### config.mk
export PLATFORM = sky130hd
export DESIGN_NAME = smooth_border_align
export DESIGN_NICKNAME = d
export VERILOG_FILES = /design/src/rtl/smooth_pkg.sv /design/src/rtl/strobe_delay.sv /design/src/rtl/smooth_border_align.sv
export SDC_FILE = /design/constraint.sdc
export NUM_CORES = 1
export LEC_CHECK = 0
export ABC_AREA = 1
export CORE_MARGIN = 10
export CORE_UTILIZATION = 45
export DETAILED_ROUTE_END_ITERATION = 8
export PLACE_DENSITY_LB_ADDON = 0.2
export SYNTH_ARGS = -nofsm -noshare
export SYNTH_HDL_FRONTEND = slang
export SYNTH_SLANG_ARGS = --single-unit
### constraint.sdc
create_clock -name clk_in -period 2 [get_ports clk_in]
set_input_delay 0.4 -clock clk_in [delete_from_list [all_inputs] [get_ports clk_in]]
set_output_delay 0.4 -clock clk_in [all_outputs]
set_load 0.02 [all_outputs]
### src/rtl/smooth_pkg.sv
// Shared defaults, coordinate widths and FSM encoding for the smoothing-border aligner.
package smooth_pkg;
    localparam int H_ACTIVE_DEF = 640;
    localparam int V_ACTIVE_DEF = 480;
    localparam int LAT_DEF      = 4;
    localparam int DATA_W       = 10;
    localparam int OX_W         = 11;
    localparam int OY_W         = 10;
    localparam logic [DATA_W-1:0] BORDER_VAL_DEF = 10'h000;

    typedef enum logic [1:0] {
        ST_WAIT_SOF = 2'd0,
        ST_ACTIVE   = 2'd1,
        ST_DONE     = 2'd2
    } state_e;
endpackage

### src/rtl/strobe_delay.sv
// Fixed-depth shift register that delays a small strobe bundle by DEPTH clocks.
module strobe_delay #(
    parameter int DEPTH = 4,
    parameter int WIDTH = 2
) (
    input  logic             clk_i,
    input  logic             rst_ni,
    input  logic [WIDTH-1:0] d_i,
    output logic [WIDTH-1:0] q_o
);
    logic [WIDTH-1:0] pipe_q [DEPTH];

    always_ff @(posedge clk_i) begin
        if (!rst_ni) begin
            for (int i = 0; i < DEPTH; i++) pipe_q[i] <= '0;
        end else begin
            pipe_q[0] <= d_i;
            for (int i = 1; i < DEPTH; i++) pipe_q[i] <= pipe_q[i-1];
        end
    end

    assign q_o = pipe_q[DEPTH-1];
endmodule

### src/rtl/smooth_border_align.sv
// Realigns delayed smoothing-stage strobes into framed pixel coordinates and
// replaces pixels whose 3x3 window is incomplete with BORDER_VAL.
module smooth_border_align
    import smooth_pkg::*;
#(
    parameter int                H_ACTIVE   = H_ACTIVE_DEF,
    parameter int                V_ACTIVE   = V_ACTIVE_DEF,
    parameter int                LAT        = LAT_DEF,
    parameter logic [DATA_W-1:0] BORDER_VAL = BORDER_VAL_DEF
) (
    input  logic              clk_in,
    input  logic              rst_n,
    input  logic              idata_valid,
    input  logic              iframe_start,
    input  logic [DATA_W-1:0] data_in,
    output logic              odata_valid,
    output logic [DATA_W-1:0] data_o,
    output logic [OX_W-1:0]   ox,
    output logic [OY_W-1:0]   oy,
    output logic              oline_end,
    output logic              oframe_end,
    output logic              ofrm_err,
    output state_e            state_dbg_o
);
    localparam logic [OX_W-1:0] X_LAST = OX_W'(H_ACTIVE - 1);
    localparam logic [OY_W-1:0] Y_LAST = OY_W'(V_ACTIVE - 1);

    logic [1:0] dly;
    logic       dv, dsof;

    strobe_delay #(.DEPTH(LAT), .WIDTH(2)) u_strobe_delay (
        .clk_i  (clk_in),
        .rst_ni (rst_n),
        .d_i    ({iframe_start, idata_valid}),
        .q_o    (dly)
    );
    assign dv   = dly[0];
    assign dsof = dly[1];

    state_e            state_q, state_d;
    logic [OX_W-1:0]   ox_q, ox_d, nx_x, px;
    logic [OY_W-1:0]   oy_q, oy_d, nx_y, py;
    logic [DATA_W-1:0] data_q, data_d;
    logic              valid_q, valid_d, le_q, le_d, fe_q, fe_d, err_q, err_d;
    logic              emit, is_last;

    always_comb begin
        nx_x    = (ox_q == X_LAST) ? '0 : ox_q + OX_W'(1);
        nx_y    = (ox_q == X_LAST) ? oy_q + OY_W'(1) : oy_q;
        emit    = 1'b0;
        px      = '0;
        py      = '0;
        state_d = state_q;
        err_d   = err_q;
        case (state_q)
            ST_WAIT_SOF: begin
                if (dv && dsof) begin
                    emit    = 1'b1;
                    state_d = ST_ACTIVE;
                end
            end
            ST_ACTIVE: begin
                if (dv) begin
                    emit = 1'b1;
                    // A restart mid-frame is flagged but the new frame is honoured from (0,0).
                    if (dsof) begin
                        err_d = 1'b1;
                    end else begin
                        px = nx_x;
                        py = nx_y;
                    end
                end
            end
            ST_DONE: begin
                if (dv) begin
                    if (dsof) begin
                        emit    = 1'b1;
                        state_d = ST_ACTIVE;
                    end else begin
                        err_d = 1'b1;
                    end
                end
            end
            default: state_d = ST_WAIT_SOF;
        endcase

        is_last = (px == X_LAST) && (py == Y_LAST);
        if (emit && is_last) state_d = ST_DONE;

        ox_d    = ox_q;
        oy_d    = oy_q;
        data_d  = data_q;
        valid_d = emit;
        le_d    = 1'b0;
        fe_d    = 1'b0;
        if (emit) begin
            ox_d   = px;
            oy_d   = py;
            data_d = (px < OX_W'(2) || py < OY_W'(2)) ? BORDER_VAL : data_in;
            le_d   = (px == X_LAST);
            fe_d   = is_last;
        end
    end

    always_ff @(posedge clk_in) begin
        if (!rst_n) begin
            state_q <= ST_WAIT_SOF;
            ox_q    <= '0;
            oy_q    <= '0;
            data_q  <= '0;
            valid_q <= 1'b0;
            le_q    <= 1'b0;
            fe_q    <= 1'b0;
            err_q   <= 1'b0;
        end else begin
            state_q <= state_d;
            ox_q    <= ox_d;
            oy_q    <= oy_d;
            data_q  <= data_d;
            valid_q <= valid_d;
            le_q    <= le_d;
            fe_q    <= fe_d;
            err_q   <= err_d;
        end
    end

    assign odata_valid = valid_q;
    assign data_o      = data_q;
    assign ox          = ox_q;
    assign oy          = oy_q;
    assign oline_end   = le_q;
    assign oframe_end  = fe_q;
    assign ofrm_err    = err_q;
    assign state_dbg_o = state_q;
endmodule

==> results of run 1 <==
layout make-up:
type	count	area (um^2)	area share, %
multi-input combinational	256	1490	41.7
sequential	45	907	25.4
timing repair buffer	85	783	21.9
inverter	50	195	5.47
tap	70	87.6	2.45
clock buffer	5	68.8	1.93
clock inverter	2	38.8	1.09
registers in the layout, summed over array words and instances (netlist names):
register and count:
ox 11, oframe_end 1, oline_end 1, state_dbg_o 2, data_o 10, ofrm_err 1
u_strobe_delay.pipe_q 8, oy 10, odata_valid 1
synth_stat cells, drive strengths merged:
| master | number | share of area (%) |
|---|---|---|
| nand4 | 10 | 2.5 |
| dfxtp | 45 | 37 |
| nand3b | 1 | 0.31 |
| xnor2 | 1 | 0.36 |
| clkbuf | 4 | 0.61 |
| o211ai | 1 | 0.31 |
| inv | 49 | 7.6 |
| nand2b | 1 | 0.25 |
| clkinv | 1 | 0.20 |
| a21oi | 34 | 7.4 |
| ha | 2 | 1.0 |
| o21a | 2 | 0.61 |
| nand3 | 43 | 11 |
| buf | 4 | 1.4 |
| o21bai | 1 | 0.31 |
| nor3 | 5 | 1.2 |
| o21ai | 7 | 1.6 |
| dlygate4sd1 | 1 | 0.36 |
| dlymetal6s2s | 1 | 0.51 |
| nor4 | 1 | 0.25 |
| nor2 | 36 | 7.4 |
| nand2 | 109 | 18 |
where the power goes:
| group | internal, mW | switching, mW |
|---|---|---|
| clock network | 0.370 | 0.321 |
| logic | 0.0287 | 0.0233 |
| registers | 0.900 | 0.00203 |
critical path: stages, from the launching register on:
cell             delay, ps
dfxtp_1                450
buf_4                  180
clkdlybuf4s50_1        600
repair_timing:
| action | in CTS | in global routing |
|---|---|---|
| cloned | 2 | 0 |
| pin swaps | 9 | 18 |
| resized for setup | 14 | 34 |
| setup buffers | 3 | 6 |
| setup endpoints to repair | 10 | 14 |
per-layer routing:
metal	wire length (um)	share of wire, %	track usage, %
met5	0	0	0
met1	3110	44	20.0
met4	72	1.0	4.30
met3	413	5.8	4.32
met2	3520	49	27.6
worst paths after layout:
check	start	end	slack, ps	cells after the start
setup / recovery	ox[3]	ox[3]	70	2
hold / removal	u_strobe_delay.pipe_q[1][1]	u_strobe_delay.pipe_q[2][1]	420	2
setup reg to reg	ox[1]	data_o[5]	80	13
hold reg to reg	u_strobe_delay.pipe_q[1][1]	u_strobe_delay.pipe_q[2][1]	420	2
logic make-up (layout without fill, tap and decap cells):
kind of cell	Yosys count	count (layout)	synth area share, %
AO/OA/AOI/OAI	45	45	10.2
flip-flops	45	45	36.6
XOR/XNOR	1	1	0.356
AND/OR/NAND/NOR	206	208	41.1
adder cells (fa/ha/maj)	2	2	1.02
buffers and inverters	60	142	10.7
through the flow:
| step | TNS (ps) | hold slack [ps] | power (mW) | util, % |
|---|---|---|---|---|
| 2_1_floorplan | 0 | 390 | 0.939 | - |
| 4_1_cts | -3.48 | 425 | 1.66 | 64.8 |
| 5_1_grt | -399 | 437 | 1.70 | 68.6 |
| 6_report | 0 | 421 | 1.65 | 68.6 |
| 3_3_place_gp | 0 | 391 | 0.974 | 60.9 |
| 3_5_place_dp | -234 | 402 | 0.974 | 60.9 |
==> reports/metrics.cfg, run 1 <==
[final_layout]
nFillCells = 486
design_area_um2 = 3570
nets = 459
most-common-layout-cells = nand2_1 (93), clkdlybuf4s50_1 (50), inv_1 (41), dfxtp_1 (40), buf_4 (32)
areaGrowthSynthToFinish_pct = 45.2
layout_commonest_cell = nand2_1
instances_no_fill = 513
drive_gt1_share_pct = 26.9
n_antenna_cell = 0

[placement]
dp_hpwl_um = 5290
pre_cts_ws_ps = -33.8
port_buffers = 50
place_inst = 495
placed_area_um2 = 3170
routabilityCongestion = 0.939

[floorplan]
initial_core_util_pct = 47.2
core_um2 = 5200
ioPinCount = 51
chipHeight_um = 93.9
die-area_um2 = 8820
rows = 26
die_w_um = 93.9

[yosys]
syn_avg_cell_area_um2 = 6.85
syn_inst = 359
syn_area_um2 = 2460
synth_warnings = 0
synth_nets = 375
ys_seq_area_share_pct = 36.6
ys_ff_latch = 45
yosysUniqueCellTypes = 36

[critical_path]
cp-end-kind = primary output
arrival_ps = 1530
cp_max_fo = 5
critPathRequiredTime_ps = 1600
criticalPathCategory = reg -> out
startpoint_type = register

[drt]
drt_iter0_drc = 115
wirelength_um = 7120
drtPass1Iterations = 5
avgViaCountPerCell = 5.02
detail-route-antenna-nets = 0
route.detailed.drc = 0
routedWlPerCell_um = 13.9
routed-via-count = 2575

[timing]
worst_slew_pin_slew_ps = 423
setup_viol = 0
fmaxAchievable_mhz = 518
setup_ws_ps = 68.2
skew_ps = 4.70
fin_crit_sh_pct = 96.6
slew_violations = 0
hold_viol_final = 0
layout_min_cycle_time_ps = 1930
slew_headroom_pct = 71.7
rsz0062_at_grt = true

[outcome]
status = finished, final reports clean

[power_and_ir_drop]
pwr_density_cell_nw_per_um2 = 461
p_leak_nw = 1.46
ir_drop_mv = 0.363

[global_routing]
grt_use_total_pct = 16.4
grt-ovfl-total = 0
grt_antenna_before_repair = 0
grt_pass1_vias = 2503
grt_max_degree = 22
grt_pass1_wl_um = 11900

[flow_run]
drv_cap = 0

[clock_network]
ctsHoldBuffers = 0
clock_path_buffers = 2
clock_latency_ps = 290
cts-root-buf = clkbuf_8
clkSlewWorstSetupHoldPaths_ps = 90
cts_sinks = 45
h-tree-depth = 2
cts_tree = built
cts_buffers = 5

[worst_hold_path]
hp-class = reg -> reg

(Power assumes the default switching activity.)
==> inputs of run 2 (changes only) <==
--- a/config.mk
+++ b/config.mk
@@ -6,7 +6,7 @@
 export NUM_CORES = 1
 export LEC_CHECK = 0
 export ABC_AREA = 1
-export CORE_MARGIN = 10
+export CORE_MARGIN = 5
 export CORE_UTILIZATION = 45
 export DETAILED_ROUTE_END_ITERATION = 8
 export PLACE_DENSITY_LB_ADDON = 0.2
==> reports/metrics.cfg, run 2 (synthesis gave the netlist of run 1 again) <==
[outcome]
status = finished, final reports clean

[final_layout]
most-common-layout-cells = nand2_1 (95), clkdlybuf4s50_1 (50), inv_1 (41), dfxtp_1 (39), a21oi_1 (30)
n_antenna_cell = 0
areaGrowthSynthToFinish_pct = 41.2
largest_register_ffs = 11
layout_commonest_cell = nand2_1
design_area_um2 = 3470
nFillCells = 492
nets = 446
drive_gt1_share_pct = 24.6

[floorplan]
rows = 27
die_w_um = 83.9
initial_core_util_pct = 45.5
chipHeight_um = 83.9
die-area_um2 = 7040
ioPinCount = 51
core_um2 = 5410

[timing]
whs_ps = 420
skew_ps = 5.33
worst_slew_pin_slew_ps = 464
layout_min_cycle_time_ps = 1930
slew_headroom_pct = 69.0
rsz0062_at_grt = true
setup_viol = 0
fin_crit_sh_pct = 96.7
hold_viol_final = 0
slew_violations = 0
fmaxAchievable_mhz = 517

[flow_run]
drv_cap = 0

[critical_path]
critPathRequiredTime_ps = 2200
worst_path_largest_cell_delay_ps = 360
startpoint_type = register
cp-end-kind = register
path_cells = ha_4 > nand3_4 > nor2_4 > nand3_4 > nand2_4 > inv_6 > nand2_4 > nand2_4 > nor3_4 > nand2_4 > nand3_1 > a21oi_1
crit_path_frequent_cell = nand2_4
criticalPathCategory = reg -> reg
crit_slowest_cell = dfxtp_2
arrival_ps = 2130
cp_max_fo = 6

[drt]
route.detailed.drc = 0
drtPass1Iterations = 4
routed-via-count = 2535
routedWlPerCell_um = 13.2
avgViaCountPerCell = 5.04
drt_iter0_drc = 131
wirelength_um = 6650
detail-route-antenna-nets = 0

[power_and_ir_drop]
p_sw_uw = 341
clkPwrFrac_pct = 37.0
combPwrFrac_pct = 3.5
p_int_mw = 1.18
pwr_density_cell_nw_per_um2 = 437
ir_drop_mv = 0.343
p_leak_nw = 1.38
p_seq_share_pct = 59.5
switching_share_pct = 22.5

[worst_hold_path]
hp-class = reg -> reg

[clock_network]
cts-root-buf = clkbuf_8
clock_path_buffers = 2
clock_latency_ps = 300
clkSlewWorstSetupHoldPaths_ps = 90
h-tree-depth = 2
cts_buffers = 5
cts_sinks = 45
cts_tree = built

[placement]
port_buffers = 50
routabilityCongestion = 0.937
dp_hpwl_um = 4870
placed_area_um2 = 3140

[global_routing]
grt_max_degree = 23
grt-ovfl-total = 0
grt_antenna_before_repair = 0
grt_pass1_vias = 2387
grt_use_total_pct = 18.8
grt_pass1_wl_um = 10900

==> run 2: changes by cell type in the layout (fill, tap and decap cells not counted), sizes merged <==
cell,delta
buf,-13
clkinvlp,+2
bufinv,-1
clkbuf,+1
clkinv,-1
==> run 2: per-stage QoR <==
stage	setup slack, ps	instances	util, %	total power [mW]	setup TNS [ps]
floorplan	28.4	359	-	0.939	0
detailed placement	-69.5	491	58.1	0.974	-546
global route	-46.0	503	64.2	1.57	-216
global placement	-12.1	491	58.1	0.974	-75.0
CTS	1.45	500	60.2	1.53	0
finish	65.8	503	64.2	1.52	0
==> run 2: final cells by class <==
class	instances	area (um^2)	area share, %
multi-input cells	256	1510	43.5
flip-flops and latches	45	908	26.2
well taps	72	90.1	2.60
repair buffers	72	678	19.5
clock buffers	6	72.6	2.09
clock inverters	2	15.0	0.433
inverters	50	198	5.70
==> run 2: path summary, 6_finish.rpt <==
check | start | end | slack [ps] | depth (start not counted)
worst min-delay path | u_strobe_delay.pipe_q[0][1] | u_strobe_delay.pipe_q[1][1] | 420 | 2
worst max register to register | ox[1] | data_o[3] | 70 | 12
worst max-delay path | ox[1] | data_o[3] | 70 | 12
worst min register to register | u_strobe_delay.pipe_q[0][1] | u_strobe_delay.pipe_q[1][1] | 420 | 2
==> run 2: power groups by stage <==
stage / registers (mW) / logic (mW) / clock network (mW)
detailed placement: 0.923 / 0.0506 / 0
global route: 0.903 / 0.0571 / 0.612
floorplan: 0.923 / 0.0159 / 0
global placement: 0.923 / 0.0504 / 0
finish: 0.902 / 0.0527 / 0.561
CTS: 0.902 / 0.0507 / 0.580
==> run 2: worst max-delay path, delay by kind of cell (launching register included) <==
family	cells	cell delay, ps
AOI/OAI and AO/OA	1	60
adders and majority gates	1	170
DFF	1	360
buffers and inverters	1	50
and+or+nand+nor	9	1170
==> run 2: metal layers <==
metal,GRT usage [%],up-vias,wire length (um)
li1,-,1295,-
met1,22.8,1176,2910
met2,32.3,52,3330
met3,4.24,12,299
met4,6.73,0,112
met5,0,-,0
==> run 2: timing repair <==
action / in CTS / in global routing
hold buffers: 0 / 0
pin swaps: 1 / 14
cloned: 1 / 1
endpoints found under the setup margin: 13 / 14
endpoints found under the hold margin: 0 / 0
gates resized for setup: 5 / 47
buffers inserted: 0 / 2
==> inputs of run 3 (changes only) <==
--- a/config.mk
+++ b/config.mk
@@ -9,6 +9,7 @@
 export CORE_MARGIN = 5
 export CORE_UTILIZATION = 45
 export DETAILED_ROUTE_END_ITERATION = 8
+export MAX_ROUTING_LAYER = met4
 export PLACE_DENSITY_LB_ADDON = 0.2
 export SYNTH_ARGS = -nofsm -noshare
 export SYNTH_HDL_FRONTEND = slang
==> reports/metrics.cfg, run 3 (synthesis gave the netlist of run 1 again) <==
[placement]
placed_area_um2 = 3150
routabilityCongestion = 0.949
dp_hpwl_um = 5120
pre_cts_ws_ps = -89.7
port_buffers = 50
place_inst = 492

[timing]
worst_slew_pin_slew_ps = 480
slew_headroom_pct = 68.0
setup_ws_ps = 82.1
hold_viol_final = 0
slew_violations = 0
layout_min_cycle_time_ps = 1920
setup_viol = 0
rsz0062_at_grt = true
whs_ps = 421
fmaxAchievable_mhz = 521
skew_ps = 12.5
fin_crit_sh_pct = 95.9

[final_layout]
n_antenna_cell = 0
drive_gt1_share_pct = 22.2
largest_register_ffs = 11
nets = 451
multiInputGateArea_um2 = 1410
nFillCells = 526
most-common-layout-cells = nand2_1 (95), clkdlybuf4s50_1 (50), inv_1 (41), dfxtp_1 (40), a21oi_1 (33)
design_area_um2 = 3440
areaGrowthSynthToFinish_pct = 39.8
register_area_um2 = 907
layout_commonest_cell = nand2_1
instances_no_fill = 508

[critical_path]
cp_max_fo = 5
critPathRequiredTime_ps = 2210
reg2reg_depth = 10
startpoint_type = register
cp-end-kind = register
critPathLaunch = ox[1]
cp-endpoint = data_o[5]
criticalPathCategory = reg -> reg
reg2reg_to = data_o[5]
arrival_ps = 2130
r2r_start = ox[1]
rrSetupSlack_ps = 80

[power_and_ir_drop]
pwr_density_cell_nw_per_um2 = 489
p_leak_nw = 1.41
ir_drop_mv = 0.504

[clock_network]
cts-root-buf = clkbuf_8
cts_sinks = 45
clkSlewWorstSetupHoldPaths_ps = 100
ctsHoldBuffers = 0
h-tree-depth = 2
cts_tree = built
cts_buffers = 5
clock_path_buffers = 2
clock_latency_ps = 310

[drt]
wirelength_um = 6770
drtPass1Iterations = 4
drt_iter0_drc = 138
route.detailed.drc = 0
avgViaCountPerCell = 5.02
detail-route-antenna-nets = 0
routedWlPerCell_um = 13.3
routed-via-count = 2549

[outcome]
status = finished, final reports clean

[flow_run]
drv_cap = 0

[floorplan]
core_um2 = 5410
initial_core_util_pct = 45.5
ioPinCount = 51
die_w_um = 83.9
rows = 27
chipHeight_um = 83.9
die-area_um2 = 7040

[global_routing]
grt_antenna_before_repair = 0
grt_max_degree = 23
grt_pass1_wl_um = 11500
grt_use_total_pct = 20.3
grt_pass1_vias = 2510
grt-ovfl-total = 0

[worst_hold_path]
hp-class = reg -> reg

-- run 3: cell types whose count changed in the layout (fill, tap and decap cells not counted), sizes merged --
cell / before / now
buf: 22 / 27
inv: 50 / 51
clkinv: 0 / 1
clkinvlp: 2 / 0
clkbuf: 6 / 5
bufinv: 0 / 1
-- run 3: how the worst min path moves through the flow --
stage / start / to / cells past startpoint
after floorplan: u_strobe_delay.pipe_q[0][0] / u_strobe_delay.pipe_q[1][0] / 2
after global placement: u_strobe_delay.pipe_q[1][1] / u_strobe_delay.pipe_q[2][1] / 2
after detailed placement: u_strobe_delay.pipe_q[0][1] / u_strobe_delay.pipe_q[1][1] / 2
after CTS: u_strobe_delay.pipe_q[0][1] / u_strobe_delay.pipe_q[1][1] / 2
after global routing: u_strobe_delay.pipe_q[0][1] / u_strobe_delay.pipe_q[1][1] / 2
final: u_strobe_delay.pipe_q[0][0] / u_strobe_delay.pipe_q[1][0] / 2
-- run 3: critical path, cell delays in order (launching register included) --
cell	delay (ps)
dfxtp_2	360
ha_4	160
nand4_1	190
nor2_2	210
nor2_1	90
o21ai_2	90
nand2_1	110
nor3_4	280
nand2_2	150
nand3_1	110
a21oi_1	60
-- run 3: through the flow --
step | util, % | setup TNS [ps] | total power [mW]
after global routing | 63.6 | -244 | 1.74
after detailed placement | 58.2 | -780 | 0.974
after global placement | 58.2 | -327 | 0.974
after floorplan | - | 0 | 0.939
final | 63.6 | 0 | 1.68
after CTS | 61.6 | 0 | 1.70
-- run 3: layout make-up --
cell class | count | area share [%]
multi-input combinational | 256 | 41.1
sequential | 45 | 26.4
timing repair buffer | 77 | 20.8
inverter | 50 | 5.68
tap | 72 | 2.62
clock buffer | 5 | 2.00
clock inverter | 3 | 1.38
-- run 3: power by group --
group          internal (mW)  switching [mW]  total, mW
sequential             0.901         0.00188      0.902
combinational         0.0285          0.0222     0.0507
clock                  0.381           0.347      0.729
total                   1.31           0.371       1.68
-- run 3: metal layers --
| metal | part of all wire [%] | track usage [%] |
|---|---|---|
| met1 | 43 | 23.5 |
| met3 | 5.1 | 3.16 |
| met2 | 50 | 36.6 |
| met4 | 1.3 | 4.82 |
| met5 | 0 | - |
-- run 3: repair_timing --
item,4_1_cts,5_1_grt
setup endpoints to repair,13,13
gates cloned,1,1
pin swaps,6,14
buffers inserted,2,4
resized for setup,11,19
